===== src/rtl/mem_arbiter_pkg.sv =====
// Shared widths, addresses and FSM encodings for the memory arbiter slice.
// Latency: n/a (declarations only).
// Backpressure: n/a.
package mem_arbiter_pkg;

  localparam int MemAddr   = 16;  // address bus width
  localparam int MemValue  = 16;  // data bus width
  localparam int ActBit    = 2;   // operation token width
  localparam int QueueSize = 4;   // controller receive-queue pointer width
  localparam int WaitCnt   = 16;  // watchdog counter width

  // Memory-mapped UART: data register and locally served status register.
  localparam logic [MemAddr-1:0] UartAddr       = 16'hBF00;
  localparam logic [MemAddr-1:0] UART_STAT_ADDR = 16'hBF01;

  typedef enum logic [1:0] {
    ST_IDLE  = 2'd0,
    ST_ISSUE = 2'd1,
    ST_WAIT  = 2'd2,
    ST_DONE  = 2'd3
  } state_t;

endpackage


===== src/rtl/op_watchdog.sv =====
// Wait-cycle counter with timeout compare for one outstanding controller operation.
// Latency: expired is combinational on the cycle the count would reach TIMEOUT.
// Backpressure: none; counts while run is high, zeroed by clear.
//
// Ports: clk, rst (sync, active-high); run = count this cycle; clear = zero
// the counter; expired = this run cycle is the TIMEOUT-th one.
module op_watchdog
  import mem_arbiter_pkg::*;
#(
  parameter logic [WaitCnt-1:0] TIMEOUT = 16'hFFFF
) (
  input  logic clk,
  input  logic rst,
  input  logic run,
  input  logic clear,
  output logic expired
);

  localparam logic [WaitCnt-1:0] Last = TIMEOUT - WaitCnt'(1);

  logic [WaitCnt-1:0] count;

  always_ff @(posedge clk) begin
    if (rst || clear) begin
      count <= '0;
    end else if (run) begin
      count <= count + WaitCnt'(1);
    end
  end

  // count holds the number of earlier run cycles, so this run cycle makes TIMEOUT.
  assign expired = run && (count == Last);

endmodule


===== src/rtl/mem_arbiter.sv =====
// Arbitrates CPU fetch and data requests onto a single token-tagged RAM/UART controller port.
// Latency: accept -> valid 3 cycles minimum (IDLE, ISSUE, WAIT w/ done, DONE); status reads 1 cycle.
// Backpressure: stall held while an accepted op is open; requests held by requester until valid.
//
// Ports: clk/rst (sync active-high); if_req/if_addr -> if_inst/if_valid (fetch);
// dm_rd/dm_wr/dm_addr/dm_wdata -> dm_rdata/dm_valid (data); stall to pipeline;
// need_to_work/mem_rd/mem_wr/mem_addr/mem_value/mem_act command the controller,
// uart_work_done/result answer it; front/tail are controller queue pointers;
// timeout_err is a sticky flag for abandoned ops.
module mem_arbiter
  import mem_arbiter_pkg::MemAddr, mem_arbiter_pkg::MemValue, mem_arbiter_pkg::ActBit,
         mem_arbiter_pkg::QueueSize, mem_arbiter_pkg::state_t, mem_arbiter_pkg::ST_IDLE,
         mem_arbiter_pkg::ST_ISSUE, mem_arbiter_pkg::ST_WAIT, mem_arbiter_pkg::ST_DONE;
#(
  parameter logic [15:0] TIMEOUT        = 16'hFFFF,
  parameter logic [15:0] UART_STAT_ADDR = mem_arbiter_pkg::UART_STAT_ADDR
) (
  input  logic                 clk,
  input  logic                 rst,
  input  logic                 if_req,
  input  logic [MemAddr-1:0]   if_addr,
  output logic [MemValue-1:0]  if_inst,
  output logic                 if_valid,
  input  logic                 dm_rd,
  input  logic                 dm_wr,
  input  logic [MemAddr-1:0]   dm_addr,
  input  logic [MemValue-1:0]  dm_wdata,
  output logic [MemValue-1:0]  dm_rdata,
  output logic                 dm_valid,
  output logic                 stall,
  output logic                 need_to_work,
  output logic                 mem_rd,
  output logic                 mem_wr,
  output logic [MemAddr-1:0]   mem_addr,
  output logic [MemValue-1:0]  mem_value,
  output logic [ActBit-1:0]    mem_act,
  input  logic                 uart_work_done,
  input  logic [MemValue-1:0]  result,
  input  logic [QueueSize-1:0] front,
  input  logic [QueueSize-1:0] tail,
  output logic                 timeout_err
);

  state_t state;

  // Which requester owns the open op, and whether it is a store.
  logic lat_data;
  logic lat_wr;

  logic dm_req;
  logic stat_hit;
  logic wd_run;
  logic wd_clear;
  logic wd_expired;
  logic [MemValue-1:0] done_word;

  assign dm_req   = dm_rd || dm_wr;
  // rd+wr together is a store, so only a pure read may hit the status register.
  assign stat_hit = dm_rd && !dm_wr && (dm_addr == UART_STAT_ADDR);

  // Completion is only sampled in WAIT; a done already high in ISSUE is ignored.
  assign wd_run   = (state == ST_WAIT) && !uart_work_done;
  assign wd_clear = (state == ST_DONE);

  // On timeout the requester gets zero instead of stale controller data.
  assign done_word = uart_work_done ? result : '0;

  assign stall = ((state == ST_IDLE) && (dm_req || if_req)) ||
                 (state == ST_ISSUE) || (state == ST_WAIT);

  op_watchdog #(
    .TIMEOUT (TIMEOUT)
  ) u_watchdog (
    .clk     (clk),
    .rst     (rst),
    .run     (wd_run),
    .clear   (wd_clear),
    .expired (wd_expired)
  );

  always_ff @(posedge clk) begin
    if (rst) begin
      state        <= ST_IDLE;
      lat_data     <= 1'b0;
      lat_wr       <= 1'b0;
      mem_act      <= '0;
      need_to_work <= 1'b0;
      mem_rd       <= 1'b0;
      mem_wr       <= 1'b0;
      mem_addr     <= '0;
      mem_value    <= '0;
      if_inst      <= '0;
      if_valid     <= 1'b0;
      dm_rdata     <= '0;
      dm_valid     <= 1'b0;
      timeout_err  <= 1'b0;
    end else begin
      if_valid <= 1'b0;
      dm_valid <= 1'b0;

      case (state)
        ST_IDLE: begin
          if (stat_hit) begin
            // Served locally; DONE gives the requester one cycle to drop the request.
            dm_rdata <= {{(MemValue-2){1'b0}}, (front != tail), 1'b1};
            dm_valid <= 1'b1;
            state    <= ST_DONE;
          end else if (dm_req) begin
            lat_data     <= 1'b1;
            lat_wr       <= dm_wr;
            mem_act      <= mem_act + ActBit'(1);
            need_to_work <= 1'b1;
            mem_rd       <= !dm_wr;
            mem_wr       <= dm_wr;
            mem_addr     <= dm_addr;
            mem_value    <= dm_wdata;
            state        <= ST_ISSUE;
          end else if (if_req) begin
            lat_data     <= 1'b0;
            lat_wr       <= 1'b0;
            mem_act      <= mem_act + ActBit'(1);
            need_to_work <= 1'b1;
            mem_rd       <= 1'b1;
            mem_wr       <= 1'b0;
            mem_addr     <= if_addr;
            mem_value    <= '0;
            state        <= ST_ISSUE;
          end
        end

        ST_ISSUE: begin
          state <= ST_WAIT;
        end

        ST_WAIT: begin
          if (uart_work_done || wd_expired) begin
            if (wd_expired) begin
              timeout_err <= 1'b1;
            end
            need_to_work <= 1'b0;
            mem_rd       <= 1'b0;
            mem_wr       <= 1'b0;
            if (lat_data) begin
              dm_valid <= 1'b1;
              // A store completes without disturbing the last load result.
              if (!lat_wr) begin
                dm_rdata <= done_word;
              end
            end else begin
              if_valid <= 1'b1;
              if_inst  <= done_word;
            end
            state <= ST_DONE;
          end
        end

        ST_DONE: begin
          state <= ST_IDLE;
        end

        default: begin
          state <= ST_IDLE;
        end
      endcase
    end
  end

endmodule


===== config.mk =====
export PLATFORM = sky130hd
export DESIGN_NAME = mem_arbiter
export DESIGN_NICKNAME = d
export VERILOG_FILES = /design/src/rtl/mem_arbiter_pkg.sv /design/src/rtl/op_watchdog.sv /design/src/rtl/mem_arbiter.sv
export SDC_FILE = /design/constraint.sdc
export NUM_CORES = 1
export LEC_CHECK = 0
export ABC_AREA = 1
export BUFFER_PORTS_ARGS = -buffer_cell sky130_fd_sc_hd__buf_2
export CAP_MARGIN = 20
export CORE_UTILIZATION = 45
export CTS_CLUSTER_DIAMETER = 80
export DETAILED_ROUTE_END_ITERATION = 8
export GPL_TIMING_DRIVEN = 0
export PLACE_DENSITY = 0.76
export SYNTH_ARGS = -nofsm -noshare
export SYNTH_HDL_FRONTEND = slang
export SYNTH_SLANG_ARGS = --single-unit

===== constraint.sdc =====
create_clock -name clk -period 1.6 [get_ports clk]
set_input_delay 0.16 -clock clk [delete_from_list [all_inputs] [get_ports clk]]
set_output_delay 0.16 -clock clk [all_outputs]
set_load 0.05 [all_outputs]

==> run metrics <==
status finished with violations; failing checks negative setup slack; htree depth 3; drt wl/cell between 10 and 15 um; clock skew 0.0161 ns; Die X between 90 and 100 um; pin count of the biggest net entering global routing 17; PnR worst setup slack -0.0435 ns; CTS Buf Count 9; Syn Nets between 600 and 700; CTS tree built; asr flop ratio synth 0%; diode count 0; Rows 34; max cap viols 0; CP Launch Type flip-flop; Detail Route Antenna Nets 0; Arr. time, crit path ~1.9 ns; DR iter-0 viols 200; PD cells ~1500 nW/um^2; Setup CP Type reg2reg; setup slack, reg-to-reg -0.04 ns; Overflow after GRT 0; DIE AREA ~9700 um^2; vias per inst about 5.2; Final Cycle Share 103%; placed cell area about 5100 um^2; Max Slew Vio Count 0; synth unique cells 39; first-pass GRT wire length between 15000 and 20000 um; max_slew headroom 65.8%; vias in the first global route around 4200; Max Freq 0.608 GHz; DRC errors left 0; Lkg Pwr roughly 2.6 nW; setup TNS -0.409 ns; antenna violations before repair 0; Worst setup EP type flip-flop; Seq. cell area 1850 um^2; RSZ-0062 raised after global routing true; Fillers roughly 800; Synth-to-Final Area Change 34.5%; I/O pin cnt about 150; core footprint 8890 um^2; Final Critical Period between 1.5 and 2 ns; multi-input logic area between 2000 and 2500 um^2; Clock Sinks between 90 and 100; critical path fanouts, max 5; Top FF cell, synth dfxtp_1; Synth Register Bits 92; IO Port Bufs between 100 and 150; Final GP Congestion roughly 0.84; Syn Inst Count about 560; final setup vio count 18; initial core utilization about 47%; total track usage between 20% and 30%; Fin. Hold Viols 0; Vias approximately 4400; First-pass DRT Iterations 4; Avg Synthesized Cell Area ~7.6 um^2; most frequent cells in the layout 153 x buf_2, 110 x nand2_1, 88 x dfxtp_1, 70 x a21oi_1, 62 x nor2_1; Final nets 817; Synthesis Warnings 0; most common cell after layout, fill and taps aside buf_2; root buffer cell clkbuf_8; Clock Path Buffers 2; Min-Delay Path Class in2reg; final instance area around 5700 um^2; final wirelength around 12000 um; Post-synth EDFFs 0; Least-Margin Pin Slew approximately 0.5 ns; hpwl dp 8570 um; Mapped Area approximately 4200 um^2; Peak VDD IR between 0.9 and 1 mV; share of post-route cells with drive strength above 1 a little over a third; later-pin clock latency in the skew report 0.37 ns; Die Y roughly 100 um; CP required 1.87 ns; register area share after synthesis a little over two fifths; clock slew at reported path FFs about 0.10 ns
==> worst paths after layout <==
path                       startpoint                   endpoint  depth (start not counted)
max             state[0]$_SDFFE_PP0P_   dm_rdata[4]$_SDFFE_PP0P_                         10
min                       dm_wdata[9]  mem_value[9]$_SDFFE_PP0P_                          3
min reg2reg  if_inst[12]$_SDFFE_PP0P_   if_inst[12]$_SDFFE_PP0P_                          2
max reg2reg     state[0]$_SDFFE_PP0P_   dm_rdata[4]$_SDFFE_PP0P_                         10
==> critical path: stages, from the launching register on <==
cell and delay [ns]:
dfxtp_4 0.37, inv_4 0.06, ha_4 0.15, nand2_4 0.07, nor2_4 0.12, nand4_4 0.15
a21oi_4 0.24, buf_2 0.19, nand3_1 0.08, nand2_1 0.08, nor2_1 0.05
==> layout make-up <==
type,instances,area share [%]
plain buffers,25,2.90
clock buffers,9,2.19
clock inverters,6,1.30
inverters,38,2.70
multi-input cells,401,40.2
flip-flops and latches,92,32.7
well taps,108,2.39
repair buffers,166,15.6
==> metrics by stage <==
stage          cells  util (%)  setup slack, ns  power (mW)  hold slack (ns)
2_1_floorplan    556         -          0.00237        5.74            0.310
3_3_place_gp     813      57.3           -0.240        6.54            0.430
3_5_place_dp     813      57.3           -0.334        6.60            0.436
4_1_cts          840      62.4         -0.00379        8.44           0.0382
5_1_grt          845      63.7           -0.131        9.04           0.0470
6_report         845      63.7          -0.0435        8.60           0.0485
==> timing repair <==
| action | CTS | global route |
|---|---|---|
| hold buffers | 0 | 0 |
| hold endpoints to repair | 0 | 0 |
| cloned | 1 | 1 |
| pin swaps | 14 | 19 |
| buffers inserted | 11 | 4 |
| setup endpoints to repair | 80 | 44 |
| resized for setup | 52 | 24 |
==> sequential cells by signal (all words and copies together) (netlist names) <==
register	cells
if_valid	1
dm_valid	1
state	2
mem_value	16
if_inst	16
timeout_err	1
mem_rd	1
need_to_work	1
u_watchdog.count	16
mem_wr	1
mem_addr	16
dm_rdata	16
lat_wr	1
lat_data	1
mem_act	2
==> synth_stat cells, types with 2 or more instances <==
cell | number | area (um^2)
nor2_2 | 3 | 18.8
xor2_1 | 5 | 43.8
nor2_8 | 2 | 40.0
xnor2_1 | 3 | 26.3
o21ai_0 | 12 | 60.1
ha_1 | 6 | 75.1
clkbuf_1 | 9 | 33.8
nor2_1 | 67 | 251
nand3_1 | 55 | 275
nor3b_1 | 2 | 15.0
o21ai_1 | 14 | 70.1
buf_6 | 2 | 22.5
inv_1 | 31 | 116
nand4_1 | 2 | 12.5
buf_1 | 2 | 7.51
nor2_4 | 5 | 56.3
nand2_4 | 2 | 22.5
buf_4 | 2 | 15.0
a21oi_1 | 72 | 360
nand2_2 | 5 | 31.3
buf_2 | 10 | 50.1
mux2i_1 | 14 | 140
nor3_1 | 5 | 25.0
dfxtp_1 | 92 | 1840
nand2_1 | 116 | 435
inv_2 | 5 | 18.8
==> kinds of logic (layout without fill, tap and decap cells) <==
kind of cell / Yosys count / count (layout) / share of synthesized area [%]
compound gates: 104 / 104 / 13.3
xor+xnor: 8 / 8 / 1.67
fa+ha+maj: 6 / 6 / 1.78
buf+inv: 63 / 244 / 6.54
flops: 92 / 92 / 43.8
mux: 14 / 14 / 3.33
simple gates: 269 / 269 / 29.6
==> layer usage <==
| metal | routed length, um | GRT usage [%] | up-vias |
|---|---|---|---|
| li1 | - | - | 2181 |
| met4 | 312 | 12.1 | 0 |
| met1 | 4970 | 28.7 | 1998 |
| met5 | 0 | 0 | - |
| met2 | 5940 | 43.2 | 171 |
| met3 | 711 | 4.89 | 25 |
==> power breakdown <==
| part | internal, mW | switching [mW] |
|---|---|---|
| logic | 1.22 | 2.84 |
| registers | 2.71 | 0.238 |
| clock network | 0.735 | 0.866 |
(Power assumes the default switching activity.)
